$ cat src/rtl/hist_pkg.sv
// Shared definitions for the histogram datapath: run-sequencer states,
// RAM clear geometry and packet header codes.
package hist_pkg;

  typedef enum logic [2:0] {
    ST_IDLE  = 3'd0,
    ST_LOAD  = 3'd1,
    ST_CLEAR = 3'd2,
    ST_RUN   = 3'd3,
    ST_DRAIN = 3'd4,
    ST_DONE  = 3'd5
  } run_state_e;

  localparam int          HIST_ADDR_W    = 12;
  localparam logic [11:0] HIST_CLR_BASE  = 12'h020;
  localparam int          BIN_STRIDE     = 32;
  localparam int          BIN_COUNT      = 8;
  // Eight bins of 0x20 words each: 0x020..0x11F.
  localparam int          HIST_CLR_WORDS = BIN_COUNT * BIN_STRIDE;
  localparam int          HIST_CNT_W     = 16;
  localparam int          HIST_DRAIN_TO  = 64;

  typedef enum logic {
    PKT_NEW = 1'b0,
    PKT_DUP = 1'b1
  } pkt_hdr_e;

endpackage

$ cat src/rtl/hist_clear_sweep.sv
// Address generator and write strobe for zeroing the histogram RAM bins.
// A start pulse begins the sweep at CLR_BASE; it ends after CLR_WORDS words or on abort.
module hist_clear_sweep
  import hist_pkg::*;
#(
  parameter int                ADDR_W    = HIST_ADDR_W,
  parameter logic [ADDR_W-1:0] CLR_BASE  = ADDR_W'(HIST_CLR_BASE),
  parameter int                CLR_WORDS = HIST_CLR_WORDS
) (
  input  logic              aclk,
  input  logic              aresetn,
  input  logic              start,
  input  logic              abort,
  output logic              we,
  output logic [ADDR_W-1:0] addr,
  output logic              last
);

  localparam logic [ADDR_W-1:0] LAST_ADDR = CLR_BASE + ADDR_W'(CLR_WORDS - 1);

  logic active;

  // The address returns to zero whenever the sweep is not writing.
  always_ff @(posedge aclk or negedge aresetn) begin
    if (!aresetn) begin
      active <= 1'b0;
      addr   <= '0;
    end else if (start) begin
      active <= 1'b1;
      addr   <= CLR_BASE;
    end else if (active && (abort || last)) begin
      active <= 1'b0;
      addr   <= '0;
    end else if (active) begin
      addr   <= addr + 1'b1;
    end
  end

  assign we   = active;
  assign last = active && (addr == LAST_ADDR);

endmodule

$ cat src/rtl/hist_run_ctrl.sv
// Run sequencer for the LFSR -> histogram -> RAM datapath: load, clear,
// sample generation and drain, with sample counting and busy/done/error status.
module hist_run_ctrl
  import hist_pkg::*;
#(
  parameter int                ADDR_W    = HIST_ADDR_W,
  parameter logic [ADDR_W-1:0] CLR_BASE  = ADDR_W'(HIST_CLR_BASE),
  parameter int                CLR_WORDS = HIST_CLR_WORDS,
  parameter int                CNT_W     = HIST_CNT_W,
  parameter int                DRAIN_TO  = HIST_DRAIN_TO
) (
  input  logic              aclk,
  input  logic              aresetn,
  input  logic              start_i,
  input  logic              stop_i,
  input  logic [CNT_W-1:0]  sample_target_i,
  input  logic              clear_en_i,
  input  logic              sample_fire_i,
  input  logic              pipe_idle_i,
  output logic              lfsr_load_o,
  output logic              lfsr_en_o,
  output logic              clr_we_o,
  output logic [ADDR_W-1:0] clr_addr_o,
  output logic              busy_o,
  output logic              done_o,
  output logic              err_o,
  output logic [2:0]        state_o,
  output logic [CNT_W-1:0]  sample_cnt_o
);

  localparam int DT_W = (DRAIN_TO > 2) ? $clog2(DRAIN_TO) : 1;
  localparam logic [DT_W-1:0] DRAIN_LAST = DT_W'(DRAIN_TO - 1);

  run_state_e       state, state_nxt;
  logic [CNT_W-1:0] target_q;
  logic             clr_en_q;
  logic [CNT_W-1:0] cnt_q;
  logic [DT_W-1:0]  drain_q;
  logic             done_q;
  logic             err_q;

  logic             accept_start;
  logic             fire_run;
  logic [CNT_W-1:0] cnt_inc;
  logic             hit_target;
  logic             drain_timeout;
  logic             sweep_start;
  logic             sweep_abort;
  logic             sweep_last;

  assign accept_start  = start_i && ((state == ST_IDLE) || (state == ST_DONE));
  assign fire_run      = sample_fire_i && (state == ST_RUN);
  assign cnt_inc       = (&cnt_q) ? cnt_q : cnt_q + 1'b1;
  assign hit_target    = fire_run && (target_q != '0) && (cnt_inc == target_q);
  assign drain_timeout = (drain_q == DRAIN_LAST);
  // A stop in LOAD must not launch the sweep, since the FSM goes straight to DONE.
  assign sweep_start   = (state == ST_LOAD) && clr_en_q && !stop_i;
  assign sweep_abort   = (state == ST_CLEAR) && stop_i;

  hist_clear_sweep #(
    .ADDR_W    (ADDR_W),
    .CLR_BASE  (CLR_BASE),
    .CLR_WORDS (CLR_WORDS)
  ) u_sweep (
    .aclk    (aclk),
    .aresetn (aresetn),
    .start   (sweep_start),
    .abort   (sweep_abort),
    .we      (clr_we_o),
    .addr    (clr_addr_o),
    .last    (sweep_last)
  );

  always_ff @(posedge aclk or negedge aresetn) begin
    if (!aresetn) begin
      state <= ST_IDLE;
    end else begin
      state <= state_nxt;
    end
  end

  always_comb begin
    state_nxt = state;
    unique case (state)
      ST_IDLE, ST_DONE: if (start_i) state_nxt = ST_LOAD;
      ST_LOAD: begin
        if (stop_i)        state_nxt = ST_DONE;
        else if (clr_en_q) state_nxt = ST_CLEAR;
        else               state_nxt = ST_RUN;
      end
      ST_CLEAR: begin
        if (stop_i)          state_nxt = ST_DONE;
        else if (sweep_last) state_nxt = ST_RUN;
      end
      ST_RUN:   if (stop_i || hit_target) state_nxt = ST_DRAIN;
      ST_DRAIN: if (pipe_idle_i || drain_timeout) state_nxt = ST_DONE;
      default:  state_nxt = ST_IDLE;
    endcase
  end

  // Run configuration, sample counter and sticky status.
  always_ff @(posedge aclk or negedge aresetn) begin
    if (!aresetn) begin
      target_q <= '0;
      clr_en_q <= 1'b0;
      cnt_q    <= '0;
      done_q   <= 1'b0;
      err_q    <= 1'b0;
    end else if (accept_start) begin
      target_q <= sample_target_i;
      clr_en_q <= clear_en_i;
      cnt_q    <= '0;
      done_q   <= 1'b0;
      err_q    <= 1'b0;
    end else begin
      if (fire_run) cnt_q <= cnt_inc;
      if ((state != ST_DONE) && (state_nxt == ST_DONE)) done_q <= 1'b1;
      if ((state == ST_DRAIN) && !pipe_idle_i && drain_timeout) err_q <= 1'b1;
    end
  end

  always_ff @(posedge aclk or negedge aresetn) begin
    if (!aresetn) begin
      drain_q <= '0;
    end else if (state == ST_DRAIN) begin
      drain_q <= drain_q + 1'b1;
    end else begin
      drain_q <= '0;
    end
  end

  assign lfsr_load_o  = (state == ST_LOAD);
  assign lfsr_en_o    = (state == ST_RUN);
  assign busy_o       = (state == ST_LOAD) || (state == ST_CLEAR) ||
                        (state == ST_RUN)  || (state == ST_DRAIN);
  assign done_o       = done_q;
  assign err_o        = err_q;
  assign state_o      = state;
  assign sample_cnt_o = cnt_q;

endmodule

$ cat config.mk
export PLATFORM = sky130hd
export DESIGN_NAME = hist_run_ctrl
export DESIGN_NICKNAME = d
export VERILOG_FILES = /design/src/rtl/hist_pkg.sv /design/src/rtl/hist_clear_sweep.sv /design/src/rtl/hist_run_ctrl.sv
export SDC_FILE = /design/constraint.sdc
export NUM_CORES = 1
export LEC_CHECK = 0
export CAP_MARGIN = 25
export CORE_ASPECT_RATIO = 1.2
export CORE_MARGIN = 10
export CORE_UTILIZATION = 54
export DETAILED_ROUTE_END_ITERATION = 10
export GPL_ROUTABILITY_DRIVEN = 0
export PLACE_DENSITY = 0.87
export SLEW_MARGIN = 20
export SYNTH_ARGS = -nofsm -noshare
export SYNTH_HDL_FRONTEND = slang
export SYNTH_SLANG_ARGS = --single-unit
$ cat constraint.sdc
create_clock -name aclk -period 2.9 [get_ports aclk]
set_input_delay 0.58 -clock aclk [delete_from_list [all_inputs] [get_ports aclk]]
set_output_delay 0.58 -clock aclk [all_outputs]
set_load 0.02 [all_outputs]
==> flow_summary.rst, run 1 <==
.. list-table::
   :header-rows: 1

   * - Metric
     - Value
   * - Status
     - finished, final reports clean
   * - Number of DRC markers after the initial detailed-route iteration
     - ~420
   * - Setup clock skew after layout
     - between 0.01 and 0.015 ns
   * - Reg clk slew, reported paths
     - around 0.070 ns
   * - I/O pin total
     - 60
   * - I/O Buffers
     - 59
   * - CTS tree
     - built
   * - Smallest setup slack after layout
     - roughly 0.26 ns
   * - Peak Freq
     - around 380 MHz
   * - First drt pass iteration count
     - 5
   * - Total placed cells including tap cells
     - 511
   * - Clock buffer depth
     - 2
   * - Remaining max-slew budget at the tightest pin
     - 0.524
   * - Worst setup slack before clock tree synthesis
     - ~0.37 ns
   * - Syn-to-layout area delta
     - 24.2%
   * - Share of final-layout standard cells stronger than drive strength 1
     - 0.127
   * - Area of the die
     - approximately 10000 um^2
   * - Largest voltage drop on the vdd net
     - 0.000584 V
   * - Type of the worst setup path
     - register to register
   * - GRT Resource Usage Total
     - 0.201
   * - Num Clock Sinks
     - 57
   * - Max-cap violations
     - 0
   * - DR DRC count
     - 0
   * - Type of the worst min-delay path
     - input port to asynchronous set/reset pin
   * - Total gr overflow
     - 0
   * - Worst-path fanout max
     - 11
   * - Cell at the root of the clock tree
     - sky130_fd_sc_hd__clkbuf_8
   * - NumNets Final
     - 463
   * - Kind of capture point of the worst setup path
     - register
   * - Largest net degree at the start of global routing
     - 40
   * - Post-layout instance count excluding filler cells
     - ~530
   * - Diode count
     - 0
   * - Std cell rows
     - 32
   * - Resize count post-CTS
     - 0
   * - Total number of vias
     - 3411
   * - Post-Synthesis Net Count
     - 411
   * - Vertical die dimension
     - between 100 and 150 um
   * - Mapped Area
     - ~3600 um^2
   * - HPWL after detailed placement
     - 7.23 mm
   * - Routed wire length
     - between 10 and 15 mm
   * - Starting density of the core
     - 0.556
   * - Number of distinct library cells after synthesis
     - 58
   * - Setup violation total in the final timing report
     - 0
   * - Flip-flop cell with the highest count after synthesis
     - sky130_fd_sc_hd__dfrtp_1
   * - Total power per unit cell area
     - 809 nW/um^2
   * - Via density per instance
     - about 6.5
   * - Final count of hold timing violations
     - 0
   * - Htree depth
     - 3
   * - Required time of the critical path
     - roughly 3.1 ns
   * - Initial antenna violation count
     - 0
   * - Synthesized area per cell
     - just over 9 um^2
   * - Number of synthesized flops with an enable pin
     - 0
   * - Setup repair after global routing missed its margin
     - no
   * - Part of the Yosys area used for sequential elements
     - 0.400
   * - Static Leakage
     - 1.75 nW
   * - Core ar.
     - about 6400 um^2
   * - Number of hold buffers added after CTS
     - 0
   * - Measured slew at the worst slew-check pin
     - 0.711 ns
   * - Worst Setup Start Kind
     - register
   * - Post-DR wirelength/cell
     - approximately 19 um
   * - Worst-skew pair later-pin latency
     - about 0.35 ns
   * - Total clock buffers created by CTS
     - 9
   * - Worst path arrival time
     - roughly 2.9 ns
   * - Fraction of the cycle the final worst path needs
     - 0.909
   * - Die boundary width
     - between 90 and 100 um
   * - Register bit total from synthesis
     - 57
   * - Number of warnings issued by yosys
     - 0
   * - Post-layout min period
     - 2.64 ns
   * - Share of flip-flops with an asynchronous set or reset after synthesis
     - 1.00
   * - Number of global-route vias before repair
     - about 3400
   * - Setup fix buffers added after clock tree synthesis
     - 0
   * - Number of pins with negative max-slew slack in the final report
     - 0
   * - Setup TNS Final
     - 0 ns
   * - First-pass GRT wire length
     - 16.4 mm
   * - Antenna-violating nets left
     - 0
   * - Mapped Cells
     - just under 400
## layout by cell type, fill, tap and decap left out, types with 3 or more instances in the layout
cell                               n
sky130_fd_sc_hd__nor2b_1           3
sky130_fd_sc_hd__nand2b_1          5
sky130_fd_sc_hd__xnor2_1          21
sky130_fd_sc_hd__a211oi_1          4
sky130_fd_sc_hd__mux2_2           18
sky130_fd_sc_hd__buf_4             8
sky130_fd_sc_hd__inv_1             4
sky130_fd_sc_hd__clkdlybuf4s50_1  58
sky130_fd_sc_hd__nand2_1          23
sky130_fd_sc_hd__nor3_1            5
sky130_fd_sc_hd__dfrtp_1          57
sky130_fd_sc_hd__o31ai_1           4
sky130_fd_sc_hd__o21a_1            4
sky130_fd_sc_hd__a31oi_1           6
sky130_fd_sc_hd__a21oi_1          13
sky130_fd_sc_hd__nor4_1           12
sky130_fd_sc_hd__clkbuf_8         11
sky130_fd_sc_hd__nand4_1          17
sky130_fd_sc_hd__xor2_1           11
sky130_fd_sc_hd__and2_1            5
sky130_fd_sc_hd__and3_1           17
sky130_fd_sc_hd__o21ai_0          37
sky130_fd_sc_hd__and4_1            4
sky130_fd_sc_hd__nor2_1           34
sky130_fd_sc_hd__ha_1              3
sky130_fd_sc_hd__nand3_1          18
## logic make-up after synthesis
family	Yosys count	share of synthesized area
buffers and inverters	30	0.0397
DFF	57	0.400
and+or+nand+nor	161	0.260
AOI/OAI and AO/OA	83	0.151
muxes	19	0.0597
xor gates and xnor gates	32	0.0787
adders and majority gates	3	0.0105
## cell usage after synthesis (4+ instances only)
| cell type | number | area (um^2) |
|---|---|---|
| sky130_fd_sc_hd__a211oi_1 | 4 | 30.0 |
| sky130_fd_sc_hd__a21oi_1 | 13 | 65.1 |
| sky130_fd_sc_hd__a31oi_1 | 6 | 37.5 |
| sky130_fd_sc_hd__and2_1 | 5 | 31.3 |
| sky130_fd_sc_hd__and3_1 | 17 | 106 |
| sky130_fd_sc_hd__and4_1 | 4 | 35.0 |
| sky130_fd_sc_hd__buf_2 | 6 | 30.0 |
| sky130_fd_sc_hd__clkbuf_1 | 15 | 56.3 |
| sky130_fd_sc_hd__dfrtp_1 | 57 | 1430 |
| sky130_fd_sc_hd__inv_1 | 4 | 15.0 |
| sky130_fd_sc_hd__mux2_2 | 18 | 203 |
| sky130_fd_sc_hd__nand2_1 | 23 | 86.3 |
| sky130_fd_sc_hd__nand2b_1 | 5 | 31.3 |
| sky130_fd_sc_hd__nand3_1 | 18 | 90.1 |
| sky130_fd_sc_hd__nand4_1 | 17 | 106 |
| sky130_fd_sc_hd__nor2_1 | 34 | 128 |
| sky130_fd_sc_hd__nor3_1 | 5 | 25.0 |
| sky130_fd_sc_hd__nor4_1 | 12 | 75.1 |
| sky130_fd_sc_hd__o21a_1 | 4 | 30.0 |
| sky130_fd_sc_hd__o21ai_0 | 37 | 185 |
| sky130_fd_sc_hd__o31ai_1 | 4 | 30.0 |
| sky130_fd_sc_hd__xnor2_1 | 21 | 184 |
| sky130_fd_sc_hd__xor2_1 | 11 | 96.3 |
## critical path, cell delays in order (launching register included)
cell                       delay (ns)
sky130_fd_sc_hd__dfrtp_1         0.61
sky130_fd_sc_hd__nand4_1         0.31
sky130_fd_sc_hd__o311ai_2        0.42
sky130_fd_sc_hd__xnor2_1         0.21
sky130_fd_sc_hd__or4b_1          0.53
sky130_fd_sc_hd__nor4_1          0.32
sky130_fd_sc_hd__o21ai_1         0.11
## registers in the layout (all words and copies together) (netlist names)
signal / cells
clr_en_q: 1
done_o: 1
drain_q: 6
err_o: 1
sample_cnt_o: 16
state_o: 3
target_q: 16
u_sweep.addr: 12
u_sweep.we: 1
## per-layer routing
metal / wire length [um] / share of wire / global-route usage
met3: 962 / 0.095 / 0.0571
met5: 0 / 0 / 0
met2: 4870 / 0.48 / 0.321
met1: 3830 / 0.38 / 0.239
met4: 452 / 0.045 / 0.110
## final cells by class
| type | instances | area (um^2) |
|---|---|---|
| Multi-Input combinational cell | 298 | 2000 |
| Fill cell | 481 | 1980 |
| Sequential cell | 57 | 1430 |
| Timing Repair Buffer | 67 | 646 |
| Clock buffer | 11 | 151 |
| Tap cell | 85 | 106 |
| Clock inverter | 5 | 77.6 |
| Inverter | 4 | 15.0 |
## worst paths after layout
| path | depth (start not counted) | slack [ns] | to | startpoint |
|---|---|---|---|---|
| min in group aclk | 1 | 0.51 | clr_en_q | clr_en_q |
| hold / removal | 1 | 0.16 | sample_cnt_o[5] | aresetn |
| setup / recovery | 6 | 0.26 | state_o[0] | sample_cnt_o[12] |
| hold reg to reg | 1 | 0.51 | clr_en_q | clr_en_q |
| setup reg to reg | 6 | 0.26 | state_o[0] | sample_cnt_o[12] |
| max in group asynchronous | 2 | 1.88 | u_sweep.addr[7] | aresetn |
## where the power goes
part / switching [W] / internal, W
combinational: 0.000758 / 0.000672
clock: 0.000329 / 0.000527
sequential: 0.000299 / 0.000996
total: 0.00139 / 0.00220
## per-stage QoR
step	utilization	hold WS, ns	instance area, um^2	power (W)
global route	0.691	0.180	4430	0.00377
finish	0.691	0.157	4430	0.00358
global placement	0.655	0.468	4200	0.00263
floorplan	-	0.284	3560	0.00215
CTS	0.691	0.169	4430	0.00357
detailed placement	0.655	0.485	4200	0.00270
No activity file was read; power rests on OpenSTA's default activity.
==> run 2: changes to the inputs <==
--- a/config.mk
+++ b/config.mk
@@ -10,7 +10,6 @@
 export CORE_MARGIN = 10
 export CORE_UTILIZATION = 54
 export DETAILED_ROUTE_END_ITERATION = 10
-export GPL_ROUTABILITY_DRIVEN = 0
 export PLACE_DENSITY = 0.87
 export SLEW_MARGIN = 20
 export SYNTH_ARGS = -nofsm -noshare
==> run 2 against run 1 <==
Compared with the run above:
- via count down 3.5%
- final cell count down 0.19%
- combinational power about the same
- largest power group unchanged
- first-iteration DRC count down 36%
- worst setup slack better by 0.056 ns
==> flow_summary.rst, run 2 (synthesized netlist as in run 1, its figures left out) <==
.. list-table::
   :header-rows: 1

   * - Metric
     - Value
   * - Status
     - finished, final reports clean
   * - Initial antenna violation count
     - 0 (unchanged)
   * - Setup clock skew after layout
     - 0.00535 ns (-0.00490 ns)
   * - Clock buffer depth
     - 2 (unchanged)
   * - Vertical die dimension
     - 109 um (unchanged)
   * - Largest net degree at the start of global routing
     - 36 (-10%)
   * - Depth of the worst register-to-register path
     - 6 (unchanged)
   * - Total number of vias
     - 3291 (-3.5%)
   * - Routed wire length
     - 10.1 mm (-0.15%)
   * - First-pass GRT wire length
     - 16.2 mm (-1.6%)
   * - HPWL after detailed placement
     - 7.41 mm (+2.5%)
   * - Die boundary width
     - 94.1 um (unchanged)
   * - Worst-path fanout max
     - 12 (+1)
   * - GRT Resource Usage Total
     - 0.198 (-0.00348)
   * - Core ar.
     - 6410 um^2 (unchanged)
   * - I/O pin total
     - 60 (unchanged)
   * - Setup TNS Final
     - 0 ns (unchanged)
   * - Worst Setup Start Kind
     - register
   * - I/O Buffers
     - 59 (unchanged)
   * - DR DRC count
     - 0 (unchanged)
   * - Number of pins with negative max-slew slack in the final report
     - 0 (unchanged)
   * - Std cell rows
     - 32 (unchanged)
   * - Worst-skew pair later-pin latency
     - 0.34 ns (about the same)
   * - Post-DR wirelength/cell
     - 19.2 um (about the same)
   * - Leading cell types in the layout, fill and taps excluded
     - 58 x sky130_fd_sc_hd__clkdlybuf4s50_1, 57 x sky130_fd_sc_hd__dfrtp_1, 37 x sky130_fd_sc_hd__o21ai_0
   * - Worst path arrival time
     - 2.00 ns (-0.86 ns)
   * - Number of global-route vias before repair
     - 3223 (-4.6%)
   * - Number of DRC markers after the initial detailed-route iteration
     - 269 (-36%)
   * - First drt pass iteration count
     - 5 (unchanged)
   * - Post-layout min period
     - 2.58 ns (-0.0557 ns)
   * - Final count of hold timing violations
     - 0 (unchanged)
   * - Number of hold buffers added after CTS
     - 0 (unchanged)
   * - Reg clk slew, reported paths
     - 0.06 ns (about the same)
   * - Max-cap violations
     - 0 (unchanged)
   * - Diode count
     - 0 (unchanged)
   * - Total power per unit cell area
     - 769 nW/um^2 (-5.0%)
   * - Syn-to-layout area delta
     - 23.0%
   * - Setup violation total in the final timing report
     - 0 (unchanged)
   * - Fraction of the cycle the final worst path needs
     - 0.890 (-0.0192)
   * - Total clock buffers created by CTS
     - 9 (unchanged)
   * - Total placed cells including tap cells
     - 513 (+0.39%)
   * - Via density per instance
     - 6.26 (-3.3%)
   * - Area of the die
     - 10300 um^2 (unchanged)
   * - Commonest non-fill, non-tap cell in the layout
     - sky130_fd_sc_hd__clkdlybuf4s50_1
   * - CTS tree
     - built
   * - Share of the core filled with cells
     - 0.684 (-0.00703)
   * - Setup fix buffers added after clock tree synthesis
     - 0 (unchanged)
   * - Share of final-layout standard cells stronger than drive strength 1
     - 0.122 (-0.00425)
   * - Htree depth
     - 3 (unchanged)
   * - Remaining max-slew budget at the tightest pin
     - 0.454 (-0.0700)
   * - Type of the worst min-delay path
     - input port to asynchronous set/reset pin
   * - Measured slew at the worst slew-check pin
     - 0.815 ns (+0.105 ns)
   * - Largest voltage drop on the vdd net
     - 0.000553 V (-5.3%)
   * - Cell at the root of the clock tree
     - sky130_fd_sc_hd__clkbuf_8
   * - Num Clock Sinks
     - 57 (unchanged)
   * - Total gr overflow
     - 0 (unchanged)
   * - Required time of the critical path
     - 2.32 ns (-0.80 ns)
   * - Post-layout instance count excluding filler cells
     - 526 (-0.19%)
   * - Type of the worst setup path
     - register to primary output
   * - Antenna-violating nets left
     - 0 (unchanged)
   * - Static Leakage
     - 1.73 nW (-1.0%)
   * - Final RePlAce weighted congestion
     - 0.918
   * - Kind of capture point of the worst setup path
     - primary output
   * - Smallest setup slack after layout
     - 0.319 ns (+0.0557 ns)
   * - Fill cell instance count of the final layout
     - 501 (+4.2%)
   * - Worst setup slack before clock tree synthesis
     - 0.384 ns (+0.0119 ns)
   * - NumNets Final
     - 465 (+0.43%)
   * - Resize count post-CTS
     - 0 (unchanged)
   * - Setup repair after global routing missed its margin
     - no
   * - Starting density of the core
     - 0.556 (unchanged)
   * - Peak Freq
     - 387 MHz (+2.2%)
run 2: cell types whose count changed in the layout (fill, tap and decap cells not counted), sizes merged:
cell / change
clkinvlp: -1
buf: +2
bufinv: -2
clkinv: -2
clkbuf: +2
run 2: final cells by class:
| type | instances | area (um^2) | share of cell area |
|---|---|---|---|
| clock buffer | 13 | 169 | 0.0386 |
| inverter | 4 | 15.0 | 0.00343 |
| multi-input combinational | 298 | 2000 | 0.457 |
| sequential | 57 | 1430 | 0.326 |
| tap | 85 | 106 | 0.0243 |
| timing repair buffer | 69 | 661 | 0.151 |
run 2: path summary, 6_finish.rpt:
kind / start / to / slack (ns)
max in group asynchronous: aresetn / target_q[2] / 1.87
max reg2reg: sample_cnt_o[14] / state_o[0] / 0.35
min reg2reg: drain_q[0] / drain_q[0] / 0.49
min: aresetn / sample_cnt_o[8] / 0.33
max: state_o[2] / lfsr_en_o / 0.32
min in group aclk: drain_q[0] / drain_q[0] / 0.49
run 2: routing by layer:
| metal | GRT usage | routed length [um] |
|---|---|---|
| met3 | 0.0591 | 835 |
| met1 | 0.231 | 4070 |
| met4 | 0.0859 | 270 |
| met5 | 0 | 0 |
| met2 | 0.328 | 4920 |
run 2: critical path, stage by stage, from the launching register on:
cell and delay [ns]:
sky130_fd_sc_hd__dfrtp_1 0.50, sky130_fd_sc_hd__and2b_1 0.35, sky130_fd_sc_hd__and2_1 0.20, sky130_fd_sc_hd__clkdlybuf4s50_1 0.62
run 2: metrics by stage:
step	instance area (um^2)	hold slack, ns	total power (W)
after floorplan	3560	0.284	0.00215
after global placement	4210	0.468	0.00265
after detailed placement	4210	0.485	0.00270
after CTS	4380	0.357	0.00336
after global routing	4380	0.396	0.00356
final	4380	0.333	0.00337
run 2: where the power goes:
group	switching, W	internal (W)	total [W]
registers	0.000290	0.000997	0.00129
clock network	0.000292	0.000366	0.000658
logic	0.000750	0.000673	0.00142
total	0.00133	0.00204	0.00337
==> run 3: changes to the inputs <==
--- a/config.mk
+++ b/config.mk
@@ -5,12 +5,12 @@
 export SDC_FILE = /design/constraint.sdc
 export NUM_CORES = 1
 export LEC_CHECK = 0
+export ABC_AREA = 1
 export CAP_MARGIN = 25
-export CORE_ASPECT_RATIO = 1.2
-export CORE_MARGIN = 10
-export CORE_UTILIZATION = 54
+export CORE_MARGIN = 2
+export CORE_UTILIZATION = 53
 export DETAILED_ROUTE_END_ITERATION = 10
-export PLACE_DENSITY = 0.87
+export PLACE_DENSITY = 0.86
 export SLEW_MARGIN = 20
 export SYNTH_ARGS = -nofsm -noshare
 export SYNTH_HDL_FRONTEND = slang
==> run 3 against run 2 <==
Compared with the run above:
- maximum frequency is 3.4% lower
- core utilization shrank 0.095 points
- sequential share of layout area grew 0.91 points
- largest power group unchanged
- highest routed layer unchanged
==> flow_summary.rst, run 3 <==
.. list-table::
   :header-rows: 1

   * - Metric
     - Value
   * - Clk network pwr share
     - 0.208 (+0.013)
   * - Vertical die dimension
     - 83.6 um (-23%)
   * - Type of the worst setup path
     - register to primary output
   * - Total number of vias
     - 3404 (+3.4%)
   * - Post-DR wirelength/cell
     - 13.8 um (-28%)
   * - Remaining max-slew budget at the tightest pin
     - 0.516 (+0.0612)
   * - Max-cap violations
     - 0 (unchanged)
   * - Setup repair after global routing missed its margin
     - no
   * - Clock buffer depth
     - 2 (unchanged)
   * - Share of final-layout standard cells stronger than drive strength 1
     - 0.0758 (-0.0466)
   * - Via density per instance
     - 5.39 (-14%)
   * - Ranking of synthesized cells by instance count
     - 125 x sky130_fd_sc_hd__nand2_1, 72 x sky130_fd_sc_hd__inv_1, 57 x sky130_fd_sc_hd__dfrtp_1, 57 x sky130_fd_sc_hd__nand3_1, 45 x sky130_fd_sc_hd__nor2_1
   * - Number of DRC markers after the initial detailed-route iteration
     - 368 (+37%)
   * - GRT Resource Usage Total
     - 0.259 (+0.0614)
   * - Fraction of met2 tracks used by global routing
     - 0.390 (+0.0622)
   * - Required time of the critical path
     - 2.32 ns (about the same)
   * - Mapped Cells
     - 479 (+24%)
   * - Post-Synthesis Net Count
     - 505 (+23%)
   * - Worst path depth
     - 6 (+3)
   * - Leading cell types in the layout, fill and taps excluded
     - 125 x sky130_fd_sc_hd__nand2_1, 72 x sky130_fd_sc_hd__inv_1, 58 x sky130_fd_sc_hd__clkdlybuf4s50_1
   * - Share of flip-flops with an asynchronous set or reset after synthesis
     - 1.00 (unchanged)
   * - Part of the Yosys area used for sequential elements
     - 0.425 (+0.0242)
   * - Setup clock skew after layout
     - 0.00667 ns (+0.00131 ns)
   * - CTS tree
     - built
   * - Std cell rows
     - 29 (-9.4%)
   * - Htree depth
     - 3 (unchanged)
   * - Die boundary width
     - 83.6 um (-11%)
   * - Type of the worst min-delay path
     - input port to asynchronous set/reset pin
   * - Number of pins with negative max-slew slack in the final report
     - 0 (unchanged)
   * - Flop-to-flop setup slack
     - 0.39 ns (+0.04 ns)
   * - Number of global-route vias before repair
     - 3058 (-5.1%)
   * - Worst flop-to-flop path startpoint
     - sample_cnt_o[0]
   * - Buffers & Inverters on Critical Path
     - 3 (+2)
   * - First drt pass iteration count
     - 5 (unchanged)
   * - Final RePlAce weighted congestion
     - 0.972 (+5.9%)
   * - NumNets Final
     - 575 (+24%)
   * - DR DRC count
     - 0 (unchanged)
   * - HPWL after detailed placement
     - 6.41 mm (-13%)
   * - Number of hold buffers added after CTS
     - 0 (unchanged)
   * - Worst-path fanout max
     - 6 (-6)
   * - GRT busiest layer
     - met2
   * - Fraction of the cycle the final worst path needs
     - 0.922 (+0.0318)
   * - Kind of capture point of the worst setup path
     - primary output
   * - Leading area contributor after synthesis
     - sky130_fd_sc_hd__dfrtp_1
   * - First element of the critical path
     - state_o[0]
   * - Reg-to-Reg End
     - done_o
   * - Total clock buffers created by CTS
     - 9 (unchanged)
   * - Antenna-violating nets left
     - 0 (unchanged)
   * - Final count of hold timing violations
     - 0 (unchanged)
   * - Initial antenna violation count
     - 0 (unchanged)
   * - Fraction of post-synthesis cell area in the top cell type by area
     - 0.425 (+0.0242)
   * - Setup TNS Final
     - 0 ns (unchanged)
   * - Worst-skew pair later-pin latency
     - 0.35 ns (about the same)
   * - Mapped Area
     - 3360 um^2 (-5.7%)
   * - Most instantiated library cell after synthesis
     - sky130_fd_sc_hd__nand2_1
   * - Diode count
     - 0 (unchanged)
   * - Routed wire length
     - 8.74 mm (-13%)
   * - I/O pin total
     - 60 (unchanged)
   * - Fill cell instance count of the final layout
     - 526 (+5.0%)
   * - Synthesized area per cell
     - 7.01 um^2 (-24%)
   * - Cell family contributing the most delay on the critical path
     - buffers and inverters
   * - Status
     - finished, final reports clean
   * - Resize count post-CTS
     - 0 (unchanged)
   * - Switching share of power
     - 0.421 (+0.0260)
   * - Worst path cell trace
     - nor2_1 > inv_1 > nor2_1 > inv_1 > nand2_1 > clkdlybuf4s50_1
   * - Number of synthesized flops with an enable pin
     - 0 (unchanged)
   * - Total gr overflow
     - 0 (unchanged)
   * - Ranking of synthesized cells by area
     - sky130_fd_sc_hd__dfrtp_1 42%, sky130_fd_sc_hd__nand2_1 14%, sky130_fd_sc_hd__nand3_1 8.5%
   * - Total placed cells including tap cells
     - 615 (+20%)
   * - Portion of total power attributed to sequential cells
     - 0.344 (-0.038)
   * - Measured slew at the worst slew-check pin
     - 0.727 ns (-0.0888 ns)
   * - Num Clock Sinks
     - 57 (unchanged)
   * - Worst path arrival time
     - 2.09 ns (+0.09 ns)
   * - Depth of the worst register-to-register path
     - 19 (+13)
   * - Area of the die
     - 6990 um^2 (-32%)
   * - Syn-to-layout area delta
     - 26.9%
   * - Setup violation total in the final timing report
     - 0 (unchanged)
   * - Total power per unit cell area
     - 834 nW/um^2 (+8.5%)
   * - Cell at the root of the clock tree
     - sky130_fd_sc_hd__clkbuf_8
   * - Met1 Track Usage GR
     - 0.371 (+0.140)
   * - Starting density of the core
     - 0.538 (-0.0178)
   * - Post-layout min period
     - 2.67 ns (+0.0921 ns)
   * - Number of warnings issued by yosys
     - 0 (unchanged)
   * - Post-layout instance count excluding filler cells
     - 631 (+20%)
   * - I/O Buffers
     - 59 (unchanged)
   * - Register bit total from synthesis
     - 57 (unchanged)
   * - Number of distinct library cells after synthesis
     - 28 (-52%)
   * - Critical path's slowest cell
     - sky130_fd_sc_hd__clkdlybuf4s50_1
   * - Switching power summed over all nets
     - 0.00150 W (+13%)
   * - Setup fix buffers added after clock tree synthesis
     - 0 (unchanged)
   * - Flip-flop cell with the highest count after synthesis
     - sky130_fd_sc_hd__dfrtp_1
   * - Worst Setup Start Kind
     - register
   * - Peak Freq
     - 374 MHz (-3.4%)
   * - Core ar.
     - 6240 um^2 (-2.6%)
   * - Static Leakage
     - 1.96 nW (+13%)
   * - First-pass GRT wire length
     - 14.4 mm (-11%)
   * - Met3 Track Usage GR
     - 0.0544 (-0.00475)
   * - Critical path endpoint
     - busy_o
   * - Largest net degree at the start of global routing
     - 58 (+61%)
   * - Max stage delay on crit path
     - 0.59 ns (-0.03 ns)
   * - Largest voltage drop on the vdd net
     - 0.000609 V (+10%)
   * - Reg clk slew, reported paths
     - 0.07 ns (about the same)
   * - Internal
     - 0.00206 W (+1.0%)
   * - Commonest non-fill, non-tap cell in the layout
     - sky130_fd_sc_hd__nand2_1
   * - Combinational fraction of design power
     - 0.448 (+0.025)
==> run 3: cell count changes after synthesis, moves of 6 or more <==
cell	previous run	this run
sky130_fd_sc_hd__nand4_1	17	9
sky130_fd_sc_hd__clkbuf_1	15	6
sky130_fd_sc_hd__nand2_1	23	125
sky130_fd_sc_hd__o22ai_1	0	8
sky130_fd_sc_hd__xnor2_1	21	1
sky130_fd_sc_hd__buf_2	6	0
sky130_fd_sc_hd__and3_1	17	0
sky130_fd_sc_hd__mux2_2	18	0
sky130_fd_sc_hd__nand3_1	18	57
sky130_fd_sc_hd__nor4_1	12	2
sky130_fd_sc_hd__nor2_1	34	45
sky130_fd_sc_hd__nor3_1	5	11
sky130_fd_sc_hd__inv_1	4	72
==> run 3: power by group through the flow <==
| stage | registers (W) | logic (W) | clock network (W) |
|---|---|---|---|
| after floorplan | 0.00133 | 0.000866 | 0 |
| after global placement | 0.00122 | 0.00153 | 0 |
| after detailed placement | 0.00123 | 0.00158 | 0 |
| after CTS | 0.00122 | 0.00159 | 0.000746 |
| after global routing | 0.00126 | 0.00177 | 0.000785 |
| final | 0.00122 | 0.00159 | 0.000739 |
==> run 3: layout make-up <==
class                      count  area [um^2]  area share
inverter                      79          297      0.0696
clock inverter                 3         22.5     0.00528
tap                           77         96.3      0.0226
multi-input combinational    336         1600       0.376
sequential                    57         1430       0.335
timing repair buffer          66          638       0.150
clock buffer                  13          179      0.0420
==> run 3: per-layer routing <==
metal,share of wire,wire [um],up-vias
met4,0.022,192,0
met5,0,0,-
li1,-,-,1683
met2,0.46,4020,149
met1,0.44,3880,1552
met3,0.073,640,20
==> run 3: worst register-to-register path, cell delays in order (launching register included) <==
cell                      delay [ns]
sky130_fd_sc_hd__dfrtp_1        0.45
sky130_fd_sc_hd__ha_1           0.31
sky130_fd_sc_hd__inv_2          0.07
sky130_fd_sc_hd__nor2_4         0.13
sky130_fd_sc_hd__nand2_2        0.11
sky130_fd_sc_hd__nor2_4         0.15
sky130_fd_sc_hd__inv_2          0.14
sky130_fd_sc_hd__nand2_1        0.09
sky130_fd_sc_hd__nand2_1        0.10
sky130_fd_sc_hd__nand2_1        0.10
sky130_fd_sc_hd__nand2_1        0.05
sky130_fd_sc_hd__nor2_1         0.10
sky130_fd_sc_hd__nand2_1        0.08
sky130_fd_sc_hd__nor2_1         0.11
sky130_fd_sc_hd__nand3_1        0.10
sky130_fd_sc_hd__nand2_1        0.07
sky130_fd_sc_hd__nand2_1        0.06
sky130_fd_sc_hd__nand2_2        0.07
sky130_fd_sc_hd__nand3_2        0.06
sky130_fd_sc_hd__a21oi_2        0.11
==> run 3: through the flow <==
stage | hold slack, ns | utilization | worst slack [ns] | total power (W) | cell area [um^2]
final | 0.380 | 0.683 | 0.227 | 0.00356 | 4260
after global routing | 0.440 | 0.683 | 0.0434 | 0.00381 | 4260
after CTS | 0.401 | 0.683 | 0.217 | 0.00356 | 4260
after detailed placement | 0.461 | 0.651 | 0.451 | 0.00281 | 4060
after global placement | 0.449 | 0.651 | 0.589 | 0.00275 | 4060
after floorplan | 0.284 | - | 0.710 | 0.00220 | 3360
==> run 3: logic make-up after synthesis <==
group | count (synthesis) | share of synthesized area
AND/OR/NAND/NOR | 263 | 0.345
buffers and inverters | 86 | 0.0983
AO/OA/AOI/OAI | 62 | 0.101
flip-flops | 57 | 0.425
XOR/XNOR | 8 | 0.0209
adder cells (fa/ha/maj) | 3 | 0.0112
==> run 3: worst min-delay path by stage <==
| stage | startpoint | end | slack (ns) | depth (start not counted) |
|---|---|---|---|---|
| final | aresetn | target_q[12] | 0.38 | 2 |
| after floorplan | aresetn | clr_en_q | 0.28 | 0 |
| after detailed placement | drain_q[0] | drain_q[0] | 0.46 | 1 |
| after CTS | aresetn | target_q[4] | 0.40 | 2 |
| after global placement | drain_q[0] | drain_q[0] | 0.45 | 1 |
| after global routing | aresetn | sample_cnt_o[14] | 0.44 | 2 |
